File: src/rtl/vending_pkg.sv
// Shared types and elaboration-time helpers for the vending controller.
// Pure declarations; no logic, no latency.
package vending_pkg;

  typedef enum logic [1:0] {
    S_IDLE    = 2'd0,
    S_COLLECT = 2'd1,
    S_VEND    = 2'd2,
    S_CHANGE  = 2'd3
  } state_t;

  function automatic int idx_w(input int n);
    return (n <= 1) ? 1 : $clog2(n);
  endfunction

  function automatic int credit_w(input int max_credit);
    return $clog2(max_credit + 1);
  endfunction

  function automatic int price(input int base, input int step, input int i);
    return base + i * step;
  endfunction

endpackage

File: src/rtl/prio_enc.sv
// Highest-index-wins priority encoder; combinational, zero latency, no backpressure.
// vld is low and idx is 0 when no request line is set.
module prio_enc #(
  parameter int N     = 4,
  parameter int IDX_W = 2
) (
  input  logic [N-1:0]     req,
  output logic [IDX_W-1:0] idx,
  output logic             vld
);

  always_comb begin
    idx = '0;
    for (int i = 0; i < N; i++) begin
      if (req[i]) idx = IDX_W'(i);
    end
  end

  assign vld = |req;

endmodule

File: src/rtl/vending_ctrl.sv
// Coin-credit vending FSM: selection vends next cycle, change paid one unit per cycle.
// Inputs are not backpressured; coins arriving while busy are returned via coin_reject.
module vending_ctrl
  import vending_pkg::*;
#(
  parameter int N_ITEMS    = 4,
  parameter int COIN_W     = 4,
  parameter int MAX_CREDIT = 63,
  parameter int BASE_PRICE = 10,
  parameter int PRICE_STEP = 5,
  parameter int TIMEOUT    = 1000,
  localparam int IDX_W     = idx_w(N_ITEMS),
  localparam int CREDIT_W  = credit_w(MAX_CREDIT)
) (
  input  logic                clk,
  input  logic                rst,
  input  logic                coin_valid,
  input  logic [COIN_W-1:0]   coin_val,
  input  logic [N_ITEMS-1:0]  sel_req,
  input  logic [N_ITEMS-1:0]  stock,
  input  logic                cancel,
  output logic                vend_valid,
  output logic [IDX_W-1:0]    vend_item,
  output logic                change_pulse,
  output logic [CREDIT_W-1:0] credit,
  output logic                busy,
  output logic                coin_reject,
  output logic                err_soldout,
  output logic                err_funds
);

  localparam int SUM_W = ((CREDIT_W > COIN_W) ? CREDIT_W : COIN_W) + 1;
  localparam int TMO_W = $clog2(TIMEOUT + 1);

  if (price(BASE_PRICE, PRICE_STEP, N_ITEMS - 1) > MAX_CREDIT ||
      price(BASE_PRICE, PRICE_STEP, 0) > MAX_CREDIT) begin : g_bad_price
    $error("vending_ctrl: an item price exceeds MAX_CREDIT");
  end
  if (TIMEOUT < 1) begin : g_bad_timeout
    $error("vending_ctrl: TIMEOUT must be at least 1");
  end

  state_t              state, state_d;
  logic [CREDIT_W-1:0] credit_d;
  logic [TMO_W-1:0]    tmo_cnt, tmo_d;
  logic [IDX_W-1:0]    item_d;
  logic                rej_d, sold_d, funds_d;

  logic [IDX_W-1:0]    sel_idx;
  logic                sel_vld;
  logic [CREDIT_W-1:0] price_sel;
  logic [SUM_W-1:0]    sum;
  logic                coin_ok, sel_ok, collect;

  prio_enc #(.N(N_ITEMS), .IDX_W(IDX_W)) u_prio_enc (
    .req (sel_req),
    .idx (sel_idx),
    .vld (sel_vld)
  );

  assign price_sel = CREDIT_W'(price(BASE_PRICE, PRICE_STEP, int'(sel_idx)));
  assign sum       = SUM_W'(credit) + SUM_W'(coin_val);
  assign coin_ok   = coin_valid && (coin_val != '0) && (sum <= SUM_W'(MAX_CREDIT));
  assign sel_ok    = sel_vld && stock[sel_idx] && (credit >= price_sel);
  assign collect   = (state == S_COLLECT);

  always_comb begin
    state_d  = state;
    credit_d = credit;
    item_d   = vend_item;
    tmo_d    = '0;
    rej_d    = 1'b0;
    sold_d   = 1'b0;
    funds_d  = 1'b0;
    case (state)
      S_IDLE, S_COLLECT: begin
        if (collect && !coin_ok && !sel_vld) tmo_d = tmo_cnt + TMO_W'(1);
        if (collect && cancel) begin
          state_d = S_CHANGE;
          rej_d   = coin_valid;
        end else if (sel_ok) begin
          credit_d = credit - price_sel;
          item_d   = sel_idx;
          state_d  = S_VEND;
          rej_d    = coin_valid;
        end else begin
          // A failed selection still lets a coin in the same cycle be credited.
          sold_d  = sel_vld && !stock[sel_idx];
          funds_d = sel_vld && stock[sel_idx];
          if (coin_ok) begin
            credit_d = sum[CREDIT_W-1:0];
            state_d  = S_COLLECT;
          end else begin
            rej_d = coin_valid;
            if (collect && !sel_vld && tmo_cnt == TMO_W'(TIMEOUT - 1)) state_d = S_CHANGE;
          end
        end
      end
      S_VEND: begin
        rej_d   = coin_valid;
        state_d = (credit != '0) ? S_CHANGE : S_IDLE;
      end
      default: begin
        rej_d = coin_valid;
        if (credit != '0) credit_d = credit - CREDIT_W'(1);
        if (credit <= CREDIT_W'(1)) state_d = S_IDLE;
      end
    endcase
  end

  always_ff @(posedge clk) begin
    if (rst) begin
      state       <= S_IDLE;
      credit      <= '0;
      tmo_cnt     <= '0;
      vend_item   <= '0;
      coin_reject <= 1'b0;
      err_soldout <= 1'b0;
      err_funds   <= 1'b0;
    end else begin
      state       <= state_d;
      credit      <= credit_d;
      tmo_cnt     <= tmo_d;
      vend_item   <= item_d;
      coin_reject <= rej_d;
      err_soldout <= sold_d;
      err_funds   <= funds_d;
    end
  end

  assign vend_valid   = (state == S_VEND);
  assign change_pulse = (state == S_CHANGE);
  assign busy         = (state == S_VEND) || (state == S_CHANGE);

endmodule

File: config.mk
export PLATFORM = sky130hd
export DESIGN_NAME = vending_ctrl
export DESIGN_NICKNAME = d
export VERILOG_FILES = /design/src/rtl/vending_pkg.sv /design/src/rtl/prio_enc.sv /design/src/rtl/vending_ctrl.sv
export SDC_FILE = /design/constraint.sdc
export NUM_CORES = 1
export LEC_CHECK = 0
export BUFFER_PORTS_ARGS = -buffer_cell sky130_fd_sc_hd__buf_2
export CAP_MARGIN = 20
export CORE_ASPECT_RATIO = 2
export CORE_UTILIZATION = 35
export DETAILED_ROUTE_END_ITERATION = 10
export GPL_TIMING_DRIVEN = 0
export SETUP_SLACK_MARGIN = 0.5
export SLEW_MARGIN = 30
export SYNTH_ARGS = -nofsm -noshare
export SYNTH_HDL_FRONTEND = slang
export SYNTH_HIERARCHICAL = 1
export SYNTH_SLANG_ARGS = --single-unit
File: constraint.sdc
create_clock -name clk -period 3.2 [get_ports clk]
set_input_delay 0 -clock clk [delete_from_list [all_inputs] [get_ports clk]]
set_output_delay 0 -clock clk [all_outputs]
set_load 0.01 [all_outputs]
==> results.yml, run 1 <==
synthesis:
  netlist-cell-type-count: 56
  ys_ff_latch: 23
  synth-edff-count: 0
  syn_avg_cell_area_um2: 8.73
  yosys_warnings: 6
  synth_area_mm2: 0.00172
  ys.flop_type: "dfxtp_1"
  yosysSeqAreaShare_pct: 26.8
  synth_nets: 230
  async_reset_ff_share_pct: 0
  synthesis.instances: 197
routing:
  drcViolationCount: 0
  vias_per_cell: 5.51
  drt-initial-drc-count: 20
  wl_mm: 4.33
  drtPass1Iterations: 4
  ant_nets: 0
  vias: 1587
  wl_per_cell_um: 15.0
placement:
  place_congestion: 0.805
  hpwl_mm: 3.49
  port_buffers: 29
floorplanning:
  ios: 30
  dieArea_mm2: 0.00521
  die_y_um: 101
  core_region_area_mm2: 0.00464
  start_util_pct: 37.0
  die_x_um: 51.6
  rows: 35
clock_network:
  numClockSinks: 23
  cts_root_buf: "clkbuf_8"
  cts_htree_levels: 1
  cts-buffers-inserted: 3
  clk_path_buf_depth: 2
  clock_latency_ns: 0.27
  cts_tree: "built"
  clk_pin_slew_worst_paths_ns: 0.08
critical_path:
  cpMaxStageDelayCell: "fa_1"
  end_kind: "flip-flop"
  path_max_fanout: 6
  path_delay_family: "adder cells"
  crit_start: "credit[0]$_SDFFE_PP0P_"
  crit_type: "reg2reg"
  startpoint_type: "flip-flop"
  worstPathBufferInverterCount: 2
  max_stage_delay_ns: 0.39
  crit_arrival_ns: 2.76
  reg2reg_from: "credit[0]$_SDFFE_PP0P_"
  cp.required_ns: 3.36
  cp_cell_sequence: "inv_2 > ha_1 > inv_1 > fa_1 > a211o_2 > nand3_4 > a21o_4 > nor4_1 > nor4_2 > mux2_1"
finish:
  drive_above_1_share_pct: 24.5
  final_util_pct: 44.3
  diodes: 0
  fin_nets: 267
  fillers: 513
  area_growth_pct: 19.5
power:
  power_density_mw_per_mm2: 753
  p_total_uw: 1550
  peakVddDrop_mv: 0.325
  p_leak_uw: 0.000855
grt:
  grt_pass1_vias: 1584
  antenna_found_initial: 0
  grt_start_max_net_pins: 14
  grtUsageTotal_pct: 18.0
  grt.overflow.total: 0
  grt_pass1_wl_mm: 7.07
flow_run:
  drv_cap: 0
timing:
  slew_viol_final: 0
  relSlewSlack_pct: 61.7
  hold_viol: 0
  finalSetupViolations: 0
  fin_crit_ns: 2.60
  finalSetupTns_ns: 0
  rsz0062_at_grt: "false"
  skew_ns: 0.00318
  post-route-period-util_pct: 81.1
  worstMarginPinSlew_ns: 0.567
  max_freq_mhz: 385
outcome:
  status: "finished clean"
hold_path:
  holdCritStartpoint: "rst"
  worstHoldPathType: "in2reg"
==> cell usage in the layout, fill, tap and decap left out, drive strengths merged, types with 3 or more instances in the layout <==
master	count
a21boi	3
a21o	4
a21oi	12
a31oi	4
and2	3
and3	3
buf	34
clkbuf	5
dfxtp	23
ha	15
inv	7
nand2	10
nand3	11
nor2	32
nor2b	3
nor3	3
nor4	5
nor4b	3
o21ai	7
or2	3
or3	3
xnor2	4
xor2	7
==> report_power, final <==
part | internal, µW | total, µW | switching, µW
clock network | 87.1 | 183 | 96.4
logic | 398 | 930 | 532
registers | 341 | 433 | 92.0
total | 826 | 1550 | 721
==> worst paths after layout <==
check / to / slack, ns / depth (start not counted)
setup / recovery: credit[5]$_SDFFE_PP0P_ / 0.60 / 10
hold / removal: credit[2]$_SDFFE_PP0P_ / 0.09 / 2
setup reg to reg: credit[5]$_SDFFE_PP0P_ / 0.60 / 10
hold reg to reg: tmo_cnt[0]$_SDFF_PP0_ / 0.48 / 1
==> routing by layer <==
layer,up-vias,routed length (µm),GRT usage (%)
met2,40,2540,35.2
li1,791,-,-
met4,0,163,8.94
met3,15,111,1.96
met1,741,1520,17.6
met5,-,0,0
==> through the flow <==
step,std cells,hold WS (ns),area [µm²],setup WS [ns]
after floorplan,197,0.112,1720,0.578
after global placement,281,0.248,1930,0.275
after detailed placement,281,0.238,1930,0.235
after CTS,286,0.0821,2020,0.505
after global routing,288,0.129,2050,0.516
final,288,0.0850,2050,0.603
==> registers in the layout (all words and copies together) (netlist names) <==
register / flops
coin_reject: 1
credit: 6
err_funds: 1
err_soldout: 1
state: 2
tmo_cnt: 10
vend_item: 2
==> final cells by class <==
| type | instances | area (µm²) | area share, % |
|---|---|---|---|
| buffer | 6 | 47.5 | 2.31 |
| clock buffer | 3 | 41.3 | 2.01 |
| clock inverter | 1 | 5.00 | 0.244 |
| inverter | 7 | 26.3 | 1.28 |
| multi-input combinational | 161 | 1230 | 60.0 |
| sequential | 23 | 462 | 22.5 |
| tap | 55 | 68.8 | 3.35 |
| timing repair buffer | 32 | 170 | 8.28 |
==> Yosys cell counts (all sizes together) (4+ instances only) <==
cell,instances,area [µm²]
nor2,32,128
o21ai,7,35.0
xor2,7,61.3
ha,15,188
a21oi,12,86.3
nand3,11,60.1
xnor2,4,35.0
nor4,5,31.3
dfxtp,23,460
inv,7,26.3
a21o,4,38.8
a31oi,4,25.0
nand2,10,37.5
==> repair_timing <==
| item | 4_1_cts | 5_1_grt |
|---|---|---|
| endpoints found under the hold margin | 1 | 0 |
| cloned | 0 | 0 |
| hold buffers | 1 | 0 |
| endpoints found under the setup margin | 2 | 4 |
| gates resized for setup | 5 | 3 |
| pin swaps | 2 | 5 |
| buffers inserted | 0 | 2 |
==> cell families after synthesis <==
| kind of cell | Yosys count | share of synthesized area (%) |
|---|---|---|
| buffers and inverters | 13 | 4.29 |
| DFF | 23 | 26.8 |
| muxes | 5 | 3.78 |
| and+or+nand+nor | 85 | 25.8 |
| adders and majority gates | 17 | 13.2 |
| AOI/OAI and AO/OA | 43 | 20.5 |
| xor gates and xnor gates | 11 | 5.60 |
Note: power is estimated with default switching activity, not from simulation.
==> run 2, diff against run 1 <==
Clock period 3.2 ns to 2.1 ns, I/O delays scaled along.
==> results.yml, run 2 (synthesis gave the netlist of run 1 again) <==
outcome:
  status: "finished, violations left"
  failed_checks: "negative setup slack"
timing:
  relSlewSlack_pct: 62.3
  skew_ns: 0.00918
  fin_crit_ns: 2.38
  slew_viol_final: 0
  finalWorstSetupSlack_ns: -0.281
  finalSetupViolations: 7
  worstMarginPinSlew_ns: 0.558
  finalSetupTns_ns: -1.30
  max_freq_mhz: 420
  post-route-period-util_pct: 113
  hold_viol: 0
  rsz0062_at_grt: "true"
  holdWs_ns: 0.0641
critical_path:
  path_delay_family: "compound AO/OA/AOI/OAI gates"
  crit_type: "reg2reg"
  cp.required_ns: 2.28
  cpMaxStageDelayCell: "or4b_1"
  cp_cell_sequence: "ha_4 > fa_2 > a211o_1 > a41oi_4 > a21o_4 > nor2_4 > or4b_1 > a31oi_1"
  startpoint_type: "flip-flop"
  path_max_fanout: 5
  max_stage_delay_ns: 0.50
  crit_arrival_ns: 2.56
  end_kind: "flip-flop"
  worstPathBufferInverterCount: 0
placement:
  port_buffers: 29
  hpwl_mm: 3.48
  pre_cts_ws_ns: -0.464
  place_congestion: 0.810
  place_inst: 281
routing:
  wl_mm: 4.91
  drcViolationCount: 0
  wl_per_cell_um: 15.7
  drtPass1Iterations: 4
  ant_nets: 0
  vias_per_cell: 5.42
  drt-initial-drc-count: 49
  vias: 1692
power:
  p_int_uw: 1590
  power_density_mw_per_mm2: 1180
  power_frac_clock_pct: 9.7
  sequentialPowerShare_pct: 23.7
  peakVddDrop_mv: 0.600
  p_comb_share_pct: 66.6
  p_sw_uw: 1260
  p_leak_uw: 0.000982
  switching_share_pct: 44.3
finish:
  final_cell_mix: "buf_2, nor2_1, dfxtp_1"
  largest_reg_flops: 10
  fin_nets: 291
  largest-register: "tmo_cnt"
  final_util_pct: 51.9
  drive_above_1_share_pct: 39.7
  diodes: 0
  fillers: 457
  largestRegisters: "tmo_cnt x10, credit x6"
  instances_no_fill: 312
  area_growth_pct: 40.1
flow_run:
  drv_cap: 0
clock_network:
  cts_htree_levels: 1
  cts_tree: "built"
  cts_root_buf: "clkbuf_8"
  clock_latency_ns: 0.26
  cts-buffers-inserted: 3
  numClockSinks: 23
  clk_path_buf_depth: 2
  clk_pin_slew_worst_paths_ns: 0.09
floorplanning:
  dieArea_mm2: 0.00521
  core_region_area_mm2: 0.00464
  start_util_pct: 37.0
  ios: 30
  rows: 35
  die_y_um: 101
  die_x_um: 51.6
grt:
  grt.overflow.total: 0
  grt_start_max_net_pins: 13
  antenna_found_initial: 0
  grt_pass1_vias: 1812
  grtUsageTotal_pct: 20.9
  grt_pass1_wl_mm: 8.22
hold_path:
  worstHoldPathType: "in2reg"
==> run 2: cell types whose count changed in the layout (fill, tap and decap cells not counted), sizes merged <==
cell    delta
buf       +22
a21oi      +1
clkbuf     +1
clkinv     -1
nand3      +1
==> run 2: timing repair <==
item | in CTS | in global routing
pin swaps | 19 | 5
hold endpoints to repair | 1 | 0
cloned | 2 | 0
hold buffers | 1 | 0
resized for setup | 32 | 1
endpoints found under the setup margin | 22 | 22
buffers inserted | 21 | 3
==> run 2: final cells by class <==
| type | count | area, µm² | area share, % |
|---|---|---|---|
| multi-input combinational | 163 | 1380 | 57.4 |
| timing repair buffer | 54 | 362 | 15.0 |
| tap | 55 | 68.8 | 2.86 |
| buffer | 6 | 48.8 | 2.03 |
| clock buffer | 4 | 45.0 | 1.87 |
| inverter | 7 | 28.8 | 1.19 |
| sequential | 23 | 473 | 19.6 |
==> run 2: per-layer routing <==
layer / wire [µm] / global-route usage [%] / share of wire, % / vias to the layer above
li1: - / - / - / 837
met4: 126 / 7.90 / 2.6 / 0
met3: 133 / 1.81 / 2.7 / 8
met1: 1820 / 19.9 / 37 / 808
met2: 2830 / 43.0 / 58 / 39
met5: 0 / 0 / 0 / -
==> run 2: worst register-to-register path, stage by stage, from the launching register on <==
cell,delay [ns]
dfxtp_4,0.38
ha_4,0.16
fa_2,0.34
a211o_1,0.31
a41oi_4,0.18
a21o_4,0.17
nor2_4,0.05
or4b_1,0.51
a31oi_1,0.19
==> run 2: worst paths after layout <==
path / startpoint / to / slack, ns / depth (start not counted)
min reg2reg: tmo_cnt[0]$_SDFF_PP0_ / tmo_cnt[0]$_SDFF_PP0_ / 0.47 / 1
max: credit[0]$_SDFFE_PP0P_ / credit[3]$_SDFFE_PP0P_ / -0.28 / 8
min: cancel / state[1]$_SDFFE_PP0P_ / 0.06 / 3
max reg2reg: credit[0]$_SDFFE_PP0P_ / credit[3]$_SDFFE_PP0P_ / -0.28 / 8
==> run 2: metrics by stage <==
step / instance area [µm²] / power (µW)
final: 2410 / 2850
after global routing: 2410 / 3050
after detailed placement: 2030 / 2160
after floorplan: 1810 / 1750
after CTS: 2380 / 2790
after global placement: 2030 / 2140
==> run 2: power by group through the flow <==
stage | sequential [µW] | clock (µW) | combinational (µW)
global route | 687 | 302 | 2060
CTS | 677 | 284 | 1830
global placement | 679 | 0 | 1460
floorplan | 666 | 0 | 1080
finish | 675 | 277 | 1900
detailed placement | 682 | 0 | 1480
==> run 3, diff against run 2 <==
Settings changed: ABC_AREA set to 1, CORE_UTILIZATION 35 to 42, PLACE_DENSITY_LB_ADDON set to 0.05.
==> results.yml, run 3 <==
timing:
  worstMarginPinSlew_ns: 0.493
  post-route-period-util_pct: 96.2
  finalWorstSetupSlack_ns: 0.0802
  max_freq_mhz: 495
  hold_viol: 0
  finalSetupViolations: 0
  relSlewSlack_pct: 67.0
  fin_crit_ns: 2.02
  rsz0062_at_grt: "true"
  skew_ns: 0.00488
  slew_viol_final: 0
finish:
  final_area_mm2: 0.00236
  multiInputGateArea_mm2: 0.00131
  layout_commonest_cell: "nand2_1"
  fillers: 439
  final_cell_mix: "nand2_1, nor2_1, buf_2"
  area_growth_pct: 33.9
  drive_above_1_share_pct: 29.8
  instances_no_fill: 367
  largest-register: "tmo_cnt"
  largest_reg_flops: 10
  diodes: 0
  seq_area_um2: 470
  largestRegisters: "tmo_cnt x10, credit x6"
  fin_nets: 349
synthesis:
  syn_avg_cell_area_um2: 6.72
  yosysSeqAreaShare_pct: 26.1
  synthTopCellsByArea: "dfxtp_1, nand2_1, ha_1"
  yosysTopAreaCellShare_pct: 26.1
  synth_common_cells: "nand2_1, nor2_1, inv_1"
  netlist-cell-type-count: 33
  yosys_warnings: 6
  ys_ff_latch: 23
  async_reset_ff_share_pct: 0
  synth_nets: 296
  synth-edff-count: 0
  synth_area_mm2: 0.00177
  ys.flop_type: "dfxtp_1"
  yosysTopAreaCell: "dfxtp_1"
  yosysMostFrequentCell: "nand2_1"
  synthesis.instances: 263
placement:
  port_buffers: 28
  place_inst: 343
  pre_cts_ws_ns: -0.124
  hpwl_mm: 3.69
  place_area_mm2: 0.00201
  place_congestion: 0.848
hold_path:
  worstHoldPathType: "in2reg"
floorplanning:
  dieArea_mm2: 0.00449
  die_y_um: 93.7
  ios: 30
  core_region_area_mm2: 0.00405
  start_util_pct: 43.7
  rows: 33
  die_x_um: 47.9
routing:
  vias: 1883
  routed-wl-met3_um: 126
  drtPass1Iterations: 4
  drt-initial-drc-count: 39
  wl_per_cell_um: 13.5
  drcViolationCount: 0
  route.met2.wl_mm: 2.84
  wl_mm: 4.96
  vias_per_cell: 5.13
  top_layer: "met4"
  wl_met1_mm: 1.79
  ant_nets: 0
critical_path:
  path_max_fanout: 5
  cpMaxStageDelayCell: "fa_2"
  startpoint_type: "flip-flop"
  cp_cell_sequence: "clkinv_4 > ha_4 > inv_2 > fa_2 > nand3_2 > nand3_2 > nand2_2 > nand2_4 > nand2_8 > buf_8 > nand4_1 > o211a_1"
  cp.required_ns: 2.27
  crit_type: "reg2reg"
  crit_arrival_ns: 2.19
  crit_top_cell: "nand3_2"
  end_kind: "flip-flop"
  max_stage_delay_ns: 0.40
power:
  sequentialPowerShare_pct: 24.1
  power_density_mw_per_mm2: 1140
  p_comb_share_pct: 65.0
  switching_share_pct: 45.8
  power_frac_clock_pct: 10.9
  p_leak_uw: 0.00115
  p_sw_uw: 1230
  p_int_uw: 1460
  peakVddDrop_mv: 0.596
grt:
  grt_start_max_net_pins: 13
  grt_pass1_vias: 1833
  grt.overflow.total: 0
  antenna_found_initial: 0
  grt_pass1_wl_mm: 7.64
  grtUsageTotal_pct: 23.5
clock_network:
  clk_pin_slew_worst_paths_ns: 0.09
  clock_latency_ns: 0.27
  clk_path_buf_depth: 2
  cts_tree: "built"
  cts_htree_levels: 1
  cts_root_buf: "clkbuf_8"
  numClockSinks: 23
  cts-buffers-inserted: 3
outcome:
  status: "finished clean"
flow_run:
  drv_cap: 0
==> run 3: timing repair <==
action / 4_1_cts / 5_1_grt
buffers inserted: 7 / 10
setup endpoints to repair: 23 / 23
gates resized for setup: 15 / 20
pin swaps: 9 / 13
hold buffers: 1 / 0
cloned: 2 / 0
hold endpoints to repair: 1 / 0
==> run 3: worst max-delay path, delay by kind of cell (launching register included) <==
family / cells / cell delay (ns)
and+or+nand+nor: 6 / 0.57
adders and majority gates: 2 / 0.52
DFF: 1 / 0.37
AOI/OAI and AO/OA: 1 / 0.25
buffers and inverters: 3 / 0.22
==> run 3: power by group through the flow <==
stage / registers, µW / clock network (µW) / logic (µW)
3_5_place_dp: 650 / 0 / 1370
4_1_cts: 642 / 297 / 1580
5_1_grt: 659 / 306 / 1950
3_3_place_gp: 646 / 0 / 1360
2_1_floorplan: 642 / 0 / 1000
6_report: 650 / 292 / 1750
==> run 3: cell families after synthesis <==
group	share of synthesized area (%)
AO/OA/AOI/OAI	8.57
XOR/XNOR	3.97
adder cells (fa/ha/maj)	12.9
buffers and inverters	8.36
flip-flops	26.1
AND/OR/NAND/NOR	40.2
==> run 3: path summary, 6_finish.rpt <==
path | start | end | slack (ns) | cells past startpoint
worst max-delay path | credit[0]$_SDFFE_PP0P_ | state[0]$_SDFFE_PP0P_ | 0.08 | 12
worst min-delay path | sel_req[0] | err_soldout$_SDFF_PP0_ | 0.08 | 5
worst max register to register | credit[0]$_SDFFE_PP0P_ | state[0]$_SDFFE_PP0P_ | 0.08 | 12
worst min register to register | tmo_cnt[0]$_SDFF_PP0_ | tmo_cnt[0]$_SDFF_PP0_ | 0.45 | 1
==> run 3: per-layer routing <==
metal | vias up | track usage [%]
li1 | 959 | -
met4 | 0 | 13.2
met2 | 41 | 44.0
met3 | 14 | 3.08
met1 | 869 | 21.5
met5 | - | 0
==> run 3: cell type report <==
class | count | area share (%)
multi-input cells | 205 | 55.5
clock buffers | 4 | 1.90
plain buffers | 5 | 1.48
inverters | 31 | 5.24
well taps | 52 | 2.75
flip-flops and latches | 23 | 19.9
repair buffers | 47 | 13.2
==> run 3: stage by stage <==
stage	utilization, %	hold WS [ns]	total power [µW]	TNS [ns]
2_1_floorplan	-	0.143	1640	0
3_3_place_gp	49.6	0.268	2010	-0.308
3_5_place_dp	49.6	0.267	2020	-0.686
4_1_cts	54.5	0.0840	2520	0
5_1_grt	58.4	0.149	2910	0
6_report	58.4	0.0771	2700	0
